### src/rtl/st_demultiplexer_2.sv
// 1-to-2 Avalon-ST demultiplexer with a small FIFO per output; the channel is locked for a whole packet.
// Define ST_DEMUX_STATS_EN to add the stat_pkt0/stat_pkt1/stat_err counters.
module st_demultiplexer_2 #(
    parameter  int DWIDTH = 8,
    parameter  int DEPTH  = 16,
    localparam int AWIDTH = $clog2(DEPTH)
) (
    input  logic              clk,
    input  logic              reset_n,
    input  logic [DWIDTH-1:0] in_data,
    input  logic              in_valid,
    output logic              in_ready,
    input  logic              in_startofpacket,
    input  logic              in_endofpacket,
    input  logic              in_channel,
    output logic [DWIDTH-1:0] out0_data,
    output logic              out0_valid,
    input  logic              out0_ready,
    output logic              out0_startofpacket,
    output logic              out0_endofpacket,
    output logic [DWIDTH-1:0] out1_data,
    output logic              out1_valid,
    input  logic              out1_ready,
    output logic              out1_startofpacket,
    output logic              out1_endofpacket,
    output logic [AWIDTH:0]   out0_cnt,
    output logic [AWIDTH:0]   out1_cnt,
    output logic              err_nosop
`ifdef ST_DEMUX_STATS_EN
    ,
    output logic [31:0]       stat_pkt0,
    output logic [31:0]       stat_pkt1,
    output logic [31:0]       stat_err
`endif
);

    localparam int              EWIDTH   = DWIDTH + 2;
    localparam logic [AWIDTH:0] FULL_CNT = (AWIDTH + 1)'(DEPTH);

    typedef enum logic {
        IDLE   = 1'b0,
        IN_PKT = 1'b1
    } state_t;

    state_t            state_q, state_d;
    logic              lock_q, lock_d;
    logic              err_q, err_d;
    logic              tgt;
    logic              accept;
    logic [1:0]        full;
    logic [1:0]        push;
    logic [1:0]        pop;
    logic [1:0]        out_ready;

    logic [EWIDTH-1:0] fifo_mem [2][DEPTH];
    logic [AWIDTH-1:0] wr_ptr_q [2];
    logic [AWIDTH-1:0] wr_ptr_d [2];
    logic [AWIDTH-1:0] rd_ptr_q [2];
    logic [AWIDTH-1:0] rd_ptr_d [2];
    logic [AWIDTH:0]   cnt_q    [2];
    logic [AWIDTH:0]   cnt_d    [2];
    logic [EWIDTH-1:0] head     [2];

    assign out_ready = {out1_ready, out0_ready};

    // NOTE: every signal gets a default at the top of an always_comb so no path infers a latch.
    always_comb begin
        for (int i = 0; i < 2; i++) begin
            full[i] = (cnt_q[i] == FULL_CNT);
        end
        tgt       = (state_q == IN_PKT) ? lock_q : in_channel;
        accept    = in_valid && in_ready;
        push      = 2'b00;
        push[tgt] = accept;
    end

    // FSM next state: only an accepted beat can move it.
    always_comb begin
        state_d = state_q;
        lock_d  = lock_q;
        if (accept) begin
            case (state_q)
                IDLE: begin
                    if (in_startofpacket && !in_endofpacket) begin
                        state_d = IN_PKT;
                        lock_d  = in_channel;
                    end
                end
                IN_PKT: begin
                    if (in_endofpacket) begin
                        state_d = IDLE;
                    end
                end
                default: state_d = IDLE;
            endcase
        end
    end

    // FSM outputs. A full target stalls the input even while it is being popped.
    always_comb begin
        in_ready = reset_n && !full[tgt];
        err_d    = accept && (state_q == IDLE) && !in_startofpacket;
    end

    always_comb begin
        for (int i = 0; i < 2; i++) begin
            pop[i]      = out_ready[i] && (cnt_q[i] != '0);
            wr_ptr_d[i] = wr_ptr_q[i] + AWIDTH'(push[i]);
            rd_ptr_d[i] = rd_ptr_q[i] + AWIDTH'(pop[i]);
            cnt_d[i]    = cnt_q[i] + (AWIDTH + 1)'(push[i]) - (AWIDTH + 1)'(pop[i]);
            head[i]     = fifo_mem[i][rd_ptr_q[i]];
        end
    end

    // NOTE: sequential state is written with non-blocking assignments only, so every flop samples pre-edge values.
    always_ff @(posedge clk or negedge reset_n) begin
        if (!reset_n) begin
            state_q <= IDLE;
            lock_q  <= 1'b0;
            err_q   <= 1'b0;
            for (int i = 0; i < 2; i++) begin
                wr_ptr_q[i] <= '0;
                rd_ptr_q[i] <= '0;
                cnt_q[i]    <= '0;
            end
        end else begin
            state_q <= state_d;
            lock_q  <= lock_d;
            err_q   <= err_d;
            for (int i = 0; i < 2; i++) begin
                wr_ptr_q[i] <= wr_ptr_d[i];
                rd_ptr_q[i] <= rd_ptr_d[i];
                cnt_q[i]    <= cnt_d[i];
            end
        end
    end

    // NOTE: the storage array has no reset; the pointers and counts alone decide which entries are live.
    always_ff @(posedge clk) begin
        for (int i = 0; i < 2; i++) begin
            if (push[i]) begin
                fifo_mem[i][wr_ptr_q[i]] <= {in_startofpacket, in_endofpacket, in_data};
            end
        end
    end

    assign out0_valid = (cnt_q[0] != '0);
    assign out1_valid = (cnt_q[1] != '0);
    assign {out0_startofpacket, out0_endofpacket, out0_data} = head[0];
    assign {out1_startofpacket, out1_endofpacket, out1_data} = head[1];
    assign out0_cnt   = cnt_q[0];
    assign out1_cnt   = cnt_q[1];
    assign err_nosop  = err_q;

`ifdef ST_DEMUX_STATS_EN
    logic [31:0] stat_pkt0_q, stat_pkt0_d;
    logic [31:0] stat_pkt1_q, stat_pkt1_d;
    logic [31:0] stat_err_q,  stat_err_d;

    // Packets are counted as their eop beat leaves each output.
    always_comb begin
        stat_pkt0_d = stat_pkt0_q + 32'(pop[0] && head[0][EWIDTH-2]);
        stat_pkt1_d = stat_pkt1_q + 32'(pop[1] && head[1][EWIDTH-2]);
        stat_err_d  = stat_err_q + 32'(err_q);
    end

    always_ff @(posedge clk or negedge reset_n) begin
        if (!reset_n) begin
            stat_pkt0_q <= '0;
            stat_pkt1_q <= '0;
            stat_err_q  <= '0;
        end else begin
            stat_pkt0_q <= stat_pkt0_d;
            stat_pkt1_q <= stat_pkt1_d;
            stat_err_q  <= stat_err_d;
        end
    end

    assign stat_pkt0 = stat_pkt0_q;
    assign stat_pkt1 = stat_pkt1_q;
    assign stat_err  = stat_err_q;
`endif

endmodule
### config.mk
export PLATFORM = sky130hd
export DESIGN_NAME = st_demultiplexer_2
export DESIGN_NICKNAME = d
export VERILOG_FILES = /design/src/rtl/st_demultiplexer_2.sv
export SDC_FILE = /design/constraint.sdc
export NUM_CORES = 1
export LEC_CHECK = 0
export ABC_AREA = 1
export BUFFER_PORTS_ARGS = -buffer_cell sky130_fd_sc_hd__buf_4
export CAP_MARGIN = 5
export CORE_UTILIZATION = 40
export CTS_BUF_LIST = sky130_fd_sc_hd__clkbuf_4
export DETAILED_ROUTE_END_ITERATION = 8
export PLACE_DENSITY = 0.55
export SLEW_MARGIN = 20
export SYNTH_ARGS = -nofsm -noshare
export SYNTH_HDL_FRONTEND = slang
export SYNTH_SLANG_ARGS = --single-unit
### constraint.sdc
create_clock -name clk -period 3.3 [get_ports clk]
set_clock_uncertainty 0.1 [all_clocks]
set_input_delay 0.165 -clock clk [delete_from_list [all_inputs] [get_ports clk]]
set_output_delay 0.165 -clock clk [all_outputs]
set_load 0.05 [all_outputs]
==> results of run 1 <==
-- area by class of cell --
type                            count  area, µm²
Inverter                           38      142.6
Clock inverter                     40      162.7
Sequential cell                   349      10340
Multi-Input combinational cell    619       3376
Timing Repair Buffer              115      929.6
Clock buffer                      120      900.9
Tap cell                          455      569.3
Fill cell                        3084      18210
Antenna cell                        1      2.502
-- synthesized netlist by cell type --
cell	instances	area share, %
nand4_1	3	0.13
inv_1	34	0.90
nand2_2	3	0.13
clkbuf_1	56	1.5
dfrtp_1	29	5.1
fa_1	2	0.28
nand2_4	3	0.24
nor2_4	1	0.080
a21oi_1	5	0.18
buf_2	5	0.18
o21ai_0	162	5.7
nand3_2	2	0.14
o22ai_1	22	0.98
nor2_1	190	5.1
ha_1	20	1.8
o211ai_1	44	2.3
buf_1	1	0.027
buf_6	2	0.16
nand3_1	27	0.96
edfxtp_1	320	68
xnor2_1	3	0.19
clkinv_1	1	0.027
o221ai_1	36	2.2
nor3_1	29	1.0
nor4_1	1	0.044
xor2_1	12	0.74
nor3_2	4	0.28
and2_1	2	0.089
inv_2	3	0.080
nand2_1	48	1.3
-- worst max path at each step --
| stage | from | endpoint | slack (ns) | depth (start not counted) |
|---|---|---|---|---|
| floorplan | out0_cnt[3] | out0_cnt[4] | 0.20 | 12 |
| global placement | state_q | out0_cnt[4] | 0.56 | 15 |
| detailed placement | state_q | out0_cnt[4] | 0.56 | 15 |
| CTS | rd_ptr_q[4] | out0_data[7] | 0.18 | 9 |
| global route | rd_ptr_q[4] | out0_data[1] | 0.09 | 9 |
| finish | rd_ptr_q[4] | out0_data[1] | 0.36 | 9 |
-- registers in the layout, indices dropped and copies added, names as in the netlist --
signal and count:
fifo_mem 320, out1_cnt 5, wr_ptr_q 8, state_q 1, lock_q 1, out0_cnt 5
err_nosop 1, rd_ptr_q 8
-- metrics by stage --
| stage | total power, µW | std cells |
|---|---|---|
| floorplan | 9446 | 1070 |
| global placement | 11280 | 1556 |
| detailed placement | 11310 | 1556 |
| CTS | 14750 | 1736 |
| global route | 15520 | 1737 |
| finish | 14630 | 1737 |
-- placed cells by master, fill, tap and decap left out, drive strengths merged, types with 5 or more instances in the layout --
cell / n
nand2: 54
dlygate4sd3: 20
inv: 43
clkinv: 34
nor3: 33
a21oi: 5
xor2: 12
nand3: 29
ha: 20
edfxtp: 320
o22ai: 22
o21ai: 162
clkbuf: 120
nor2: 191
dfrtp: 29
buf: 95
o211ai: 44
o221ai: 36
-- logic make-up (layout without fill, tap and decap cells) --
logic type | count (synthesis) | count (layout) | synth area share, %
other | 0 | 1 | 0
buffers and inverters | 102 | 313 | 2.863
adder cells (fa/ha/maj) | 22 | 22 | 2.057
AND/OR/NAND/NOR | 313 | 313 | 9.458
XOR/XNOR | 15 | 15 | 0.9308
AO/OA/AOI/OAI | 269 | 269 | 11.47
flip-flops | 349 | 349 | 73.22
-- report_power, final --
| part | total (µW) | switching (µW) | internal, µW |
|---|---|---|---|
| registers | 5430 | 310 | 5120 |
| logic | 5810 | 4120 | 1690 |
| clock network | 3400 | 1690 | 1700 |
-- per-layer routing --
metal	vias up	wire length (µm)	global-route usage, %
met5	-	0	0
met3	36	1828	4.040
met2	236	16040	30.24
li1	4332	-	-
met4	0	389	5.893
met1	4480	15410	26.19
-- worst max-delay path, cell delays in order (launching register included) --
cell and delay [ns]:
dfrtp_2 0.57, inv_2 0.12, buf_4 0.30, nor2_1 0.07
nor2_1 0.08, o21ai_0 0.12, o211ai_1 0.14, o211ai_1 0.22
nand2_1 0.13, buf_4 0.20
-- timing repair --
action                     4_1_cts  5_1_grt
hold endpoints to repair       362        0
gates resized for setup          0        1
hold buffers                    20        0
setup endpoints to repair        0        1
==> out/metrics.json, run 1 <==
{
  "fin_setup_tns_ns": 0,
  "layout_worst_path_cycle_share_pct": 89.18,
  "synth.ff_latch_count": 349,
  "drv_cap": 0,
  "core-area_um2": 34630,
  "required_ns": 3.03,
  "clk_pin_slew_ns": 0.06,
  "floorplan.initialDensity_pct": 40.76,
  "critical_path.reg2reg.startpoint": "state_q",
  "detail_route.drc_violations": 0,
  "hold_viol_final": 0,
  "cts-htree-levels": 3,
  "vdd_ir_drop_max_mv": 0.5587,
  "routability_driven_placement_congestion_ratio": 0.7764,
  "floorplan.io_pins": 50,
  "synth_cell_type_count": 30,
  "synth.yosys.warnings": 0,
  "finalSetupViolations": 0,
  "detail_route.wirelength_mm": 33.66,
  "setup.reg_to_reg.worst_slack_ns": 0.48,
  "first_iter_violations": 648,
  "wl_per_cell_um": 19.38,
  "syn_avg_cell_area_um2": 13.19,
  "timing.hold.worst.class": "primary input to flop",
  "fp-row-count": 68,
  "ctsRootBufferMaster": "clkbuf_4",
  "placedInstanceArea_um2": 15150,
  "r2r_cells": 15,
  "fin_nets": 1250,
  "fp.dieArea_um2": 36040,
  "initial_antenna_violation_count": 1,
  "worstSkewPairLatency_ns": 0.70,
  "fmax_mhz": 339.8,
  "status": "completed",
  "die_height_um": 189.9,
  "fraction_of_layout_instances_using_a_drive_strength_above_1_pct": 19.28,
  "hold_path_end": "rd_ptr_q[0]",
  "postLayoutCoreUtil_pct": 47.42,
  "antenna_violating_nets_post_route": 0,
  "crit-reg2reg-capture": "out0_cnt[4]",
  "post-route-min-period_ns": 2.943,
  "slew_headroom_pct": 38.60,
  "grtUsageTotal_pct": 19.04,
  "place_worst_setup_slack_ns": 0.5554,
  "tritoncts.num_buffers": 89,
  "worst_setup_path_start_kind": "flop",
  "synthToLayoutAreaGrowth_pct": 16.34,
  "arrival_ns": 2.68,
  "post_synth_instance_area_um2": 14110,
  "grt_overflow": 0,
  "path_max_fanout": 28,
  "final_instance_area_um2": 16420,
  "port-buffer-count": 49,
  "report.final.slew_viol_count": 0,
  "worst_hold_startpoint": "out1_ready",
  "tightest_slew_ns": 0.9159,
  "detailed_place_hpwl_mm": 19.02,
  "min_delay_path_depth": 4,
  "setup_fix_buffers_added_after_clock_tree_synthesis": 0,
  "part_of_the_yosys_area_used_for_sequential_elements_pct": 73.22,
  "setup_repair_after_global_routing_missed_its_margin": "no",
  "final.setup.worst_slack_ns": 0.3571,
  "pwr_density_cell_nw_per_um2": 891.1,
  "path_class": "flop to primary output",
  "clock_sink_count": 349,
  "tritoncts": "built",
  "cells_after_synth": 1070,
  "grt_pass1_vias": 9001,
  "clk_path_buf_depth": 3,
  "firstDrtPassIters": 4,
  "critical_path.endpoint_type": "primary output",
  "die_width_um": 189.9,
  "first_pass_grt_wire_length_mm": 51.38,
  "power.static_leakage_uw": 0.005772,
  "route.detailed.vias_per_inst": 5.230,
  "via_count": 9084,
  "fin_hold_ws_ns": 0.3029,
  "grt_max_degree": 61,
  "syn-num-nets": 1108
}
Power figures use the tool's default switching activity.
==> run 2: changes to the inputs <==
--- a/config.mk
+++ b/config.mk
@@ -6,12 +6,12 @@
 export NUM_CORES = 1
 export LEC_CHECK = 0
 export ABC_AREA = 1
-export BUFFER_PORTS_ARGS = -buffer_cell sky130_fd_sc_hd__buf_4
 export CAP_MARGIN = 5
 export CORE_UTILIZATION = 40
 export CTS_BUF_LIST = sky130_fd_sc_hd__clkbuf_4
 export DETAILED_ROUTE_END_ITERATION = 8
-export PLACE_DENSITY = 0.55
+export DONT_BUFFER_PORTS = 1
+export PLACE_DENSITY = 0.53
 export SLEW_MARGIN = 20
 export SYNTH_ARGS = -nofsm -noshare
 export SYNTH_HDL_FRONTEND = slang
==> run 2 against run 1 <==
  * Critical path depth is 2 lower
  * Sequential power hardly changed
  * Clock-buffer cell count grew 17
  * Sequential share of layout area is 1.4 points lower
  * Setup slack got worse by 0.091 ns
  * Global-route usage is 0.71 points higher
  * Power rose by 5.3%
  * Final cell count shrank 0.17%
  * Non-clock buffer count is 4 lower
  * Critical path type unchanged
==> out/metrics.json, run 2 (synthesized netlist as in run 1, its figures left out) <==
{
  "arrival": {"value": 2.77, "unit": "ns", "change": "+0.09 ns"},
  "die_width": {"value": 189.9, "unit": "µm", "change": "unchanged"},
  "first_iter_violations": {"value": 694, "change": "+7.1%"},
  "layout_worst_path_cycle_share": {"value": 91.95, "unit": "%", "change": "+2.8 points"},
  "setup_fix_buffers_added_after_clock_tree_synthesis": {"value": 0, "change": "unchanged"},
  "detail_route.drc_violations": {"value": 0, "change": "unchanged"},
  "nFillCells": {"value": 3031, "change": "-1.7%"},
  "power.static_leakage": {"value": 0.005921, "unit": "µW", "change": "+2.6%"},
  "critPathCapture": "out0_data[1]",
  "post-route-min-period": {"value": 3.034, "unit": "ns", "change": "+0.09137 ns"},
  "final_common_cell": "edfxtp_1",
  "die_height": {"value": 189.9, "unit": "µm", "change": "unchanged"},
  "hold_viol_final": {"value": 0, "change": "unchanged"},
  "floorplan.initialDensity": {"value": 40.76, "unit": "%", "change": "unchanged"},
  "crit_chain": "inv_1 > buf_12 > o21ai_0 > o221ai_1 > nand3_1 > nand2_1 > buf_12",
  "layout.cells.non_filler": {"value": 1734, "change": "-0.17%"},
  "required": {"value": 3.03, "unit": "ns", "change": "about the same"},
  "fp-row-count": {"value": 68, "change": "unchanged"},
  "fin_hold_ws": {"value": 0.1049, "unit": "ns", "change": "-0.1980 ns"},
  "layout_common_cells": "320 x edfxtp_1, 190 x nor2_1, 162 x o21ai_0",
  "worst_setup_path_start_kind": "flop",
  "grtUsageTotal": {"value": 19.75, "unit": "%", "change": "+0.71 points"},
  "status": "completed",
  "fin_nets": {"value": 1248, "change": "-0.16%"},
  "floorplan.io_pins": {"value": 50, "change": "unchanged"},
  "route.detailed.vias_per_inst": {"value": 5.291, "change": "+1.2%"},
  "fmax": {"value": 329.6, "unit": "MHz", "change": "-3.0%"},
  "tightest_slew": {"value": 0.6957, "unit": "ns", "change": "-0.2202 ns"},
  "finalSetupViolations": {"value": 0, "change": "unchanged"},
  "final.setup.worst_slack": {"value": 0.2657, "unit": "ns", "change": "-0.09137 ns"},
  "first_pass_grt_wire_length": {"value": 53.62, "unit": "mm", "change": "+4.3%"},
  "critical_path.endpoint_type": "primary output",
  "clock_sink_count": {"value": 349, "change": "unchanged"},
  "cts-htree-levels": {"value": 3, "change": "unchanged"},
  "grt_max_degree": {"value": 82, "change": "+34%"},
  "timing.critical_path.from": "rd_ptr_q[5]",
  "drv_cap": {"value": 0, "change": "unchanged"},
  "fraction_of_layout_instances_using_a_drive_strength_above_1": {"value": 19.80, "unit": "%", "change": "+0.51 points"},
  "grt_pass1_vias": {"value": 9262, "change": "+2.9%"},
  "crit_slowest_cell": "dfrtp_1",
  "path_max_fanout": {"value": 19, "change": "-32%"},
  "slew_headroom": {"value": 53.33, "unit": "%", "change": "+15 points"},
  "initial_antenna_violation_count": {"value": 1, "change": "unchanged"},
  "report.final.slew_viol_count": {"value": 0, "change": "unchanged"},
  "grt_overflow": {"value": 0, "change": "unchanged"},
  "synthToLayoutAreaGrowth_pct": 19.01,
  "clk_path_buf_depth": {"value": 3, "change": "unchanged"},
  "tritoncts": "built",
  "tritoncts.num_buffers": {"value": 91, "change": "+2.2%"},
  "detail_route.wirelength": {"value": 34.78, "unit": "mm", "change": "+3.3%"},
  "setup_repair_after_global_routing_missed_its_margin": "no",
  "port-buffer-count": {"value": 0, "change": "-100%"},
  "ctsRootBufferMaster": "clkbuf_4",
  "routability_driven_placement_congestion_ratio": {"value": 0.7597, "change": "-2.2%"},
  "worstSkewPairLatency": {"value": 0.70, "unit": "ns", "change": "about the same"},
  "via_count": {"value": 9175, "change": "+1.0%"},
  "pwr_density_cell": {"value": 916.8, "unit": "nW/µm²", "change": "+2.9%"},
  "largest_register_ffs": {"value": 320, "change": "unchanged"},
  "crit-reg2reg-capture": "out0_cnt[4]",
  "worst-path-stages": {"value": 7, "change": "-2"},
  "firstDrtPassIters": {"value": 5, "change": "+1"},
  "postLayoutCoreUtil": {"value": 48.51, "unit": "%", "change": "+1.1 points"},
  "detailed_place_hpwl": {"value": 19.52, "unit": "mm", "change": "+2.6%"},
  "clk_pin_slew": {"value": 0.06, "unit": "ns", "change": "about the same"},
  "fin_setup_tns": {"value": 0, "unit": "ns", "change": "unchanged"},
  "r2r_cells": {"value": 15, "change": "unchanged"},
  "place_worst_setup_slack": {"value": 0.5065, "unit": "ns", "change": "-0.04892 ns"},
  "core-area": {"value": 34630, "unit": "µm²", "change": "unchanged"},
  "setup.reg_to_reg.worst_slack": {"value": 0.48, "unit": "ns", "change": "about the same"},
  "crit_top_cell": "buf_12",
  "fp.dieArea": {"value": 36040, "unit": "µm²", "change": "unchanged"},
  "worstPathBufferInverterCount": {"value": 3, "change": "unchanged"},
  "timing.hold.worst.class": "primary input to flop",
  "wl_per_cell": {"value": 20.06, "unit": "µm", "change": "+3.5%"},
  "path_class": "flop to primary output",
  "top_delay_family_on_crit_path": "buffers and inverters",
  "cpPeakStageDelay": {"value": 0.59, "unit": "ns", "change": "+0.02 ns"},
  "placed_cells_incl_taps": {"value": 1541, "change": "-0.96%"},
  "vdd_ir_drop_max": {"value": 0.5296, "unit": "mV", "change": "-5.2%"},
  "antenna_violating_nets_post_route": {"value": 0, "change": "unchanged"},
  "critical_path.reg2reg.startpoint": "state_q"
}
run 2: changes by cell type in the layout (fill, tap and decap cells not counted):
cell / delta
clkinv_2: -5
dlygate4sd3_1: -1
clkinv_1: -8
inv_2: -4
bufinv_16: +2
clkinvlp_4: -1
buf_12: +24
clkbuf_4: +17
buf_4: -27
run 2: how the worst min path moves through the flow:
stage / startpoint / to / cells past startpoint / slack, ns
finish: in_valid / lock_q / 4 / 0.10
CTS: in_valid / lock_q / 4 / 0.02
detailed placement: reset_n / out1_cnt[1] / 0 / -0.23
floorplan: reset_n / err_nosop / 0 / -0.23
global placement: reset_n / out1_cnt[2] / 0 / -0.23
global route: in_valid / lock_q / 4 / 0.06
run 2: cell type report:
class | instances | area [µm²] | area share, %
timing repair buffer | 111 | 1197 | 7.128
tap | 455 | 569.3 | 3.389
clock buffer | 137 | 1028 | 6.122
clock inverter | 24 | 143.9 | 0.8565
inverter | 38 | 143.9 | 0.8565
multi-input combinational | 619 | 3376 | 20.10
sequential | 349 | 10340 | 61.54
antenna | 1 | 2.502 | 0.01490
run 2: timing repair:
action,CTS,global route
resized for setup,0,2
hold buffers,31,0
setup endpoints to repair,0,3
hold endpoints to repair,371,0
run 2: worst min-delay path, cell delays in order:
cell and delay, ns:
nand4_1 0.07, nand2_1 0.05, nand2_1 0.05, dlygate4sd3_1 0.54
run 2: metrics by stage:
stage / area (µm²) / power (µW)
2_1_floorplan: 14110 / 9446
3_3_place_gp: 15190 / 11630
3_5_place_dp: 15190 / 11680
4_1_cts: 16790 / 15600
5_1_grt: 16800 / 16340
6_report: 16800 / 15400
run 2: layer usage:
| layer | wire [µm] | global-route usage (%) | up-vias | share of wire, % |
|---|---|---|---|---|
| met5 | 0 | 0 | - | 0 |
| met4 | 670 | 7.475 | 0 | 1.9 |
| met3 | 2435 | 4.833 | 52 | 7.0 |
| met2 | 15890 | 29.79 | 281 | 46 |
| met1 | 15780 | 27.59 | 4525 | 45 |
| li1 | - | - | 4317 | - |
run 2: power breakdown:
group	switching, µW	internal [µW]	total, µW	leakage, µW
clock	1700	2040	3740	0.000703
sequential	279	5120	5400	0.00322
combinational	4230	2030	6260	0.00200
total	6210	9190	15400	0.00592
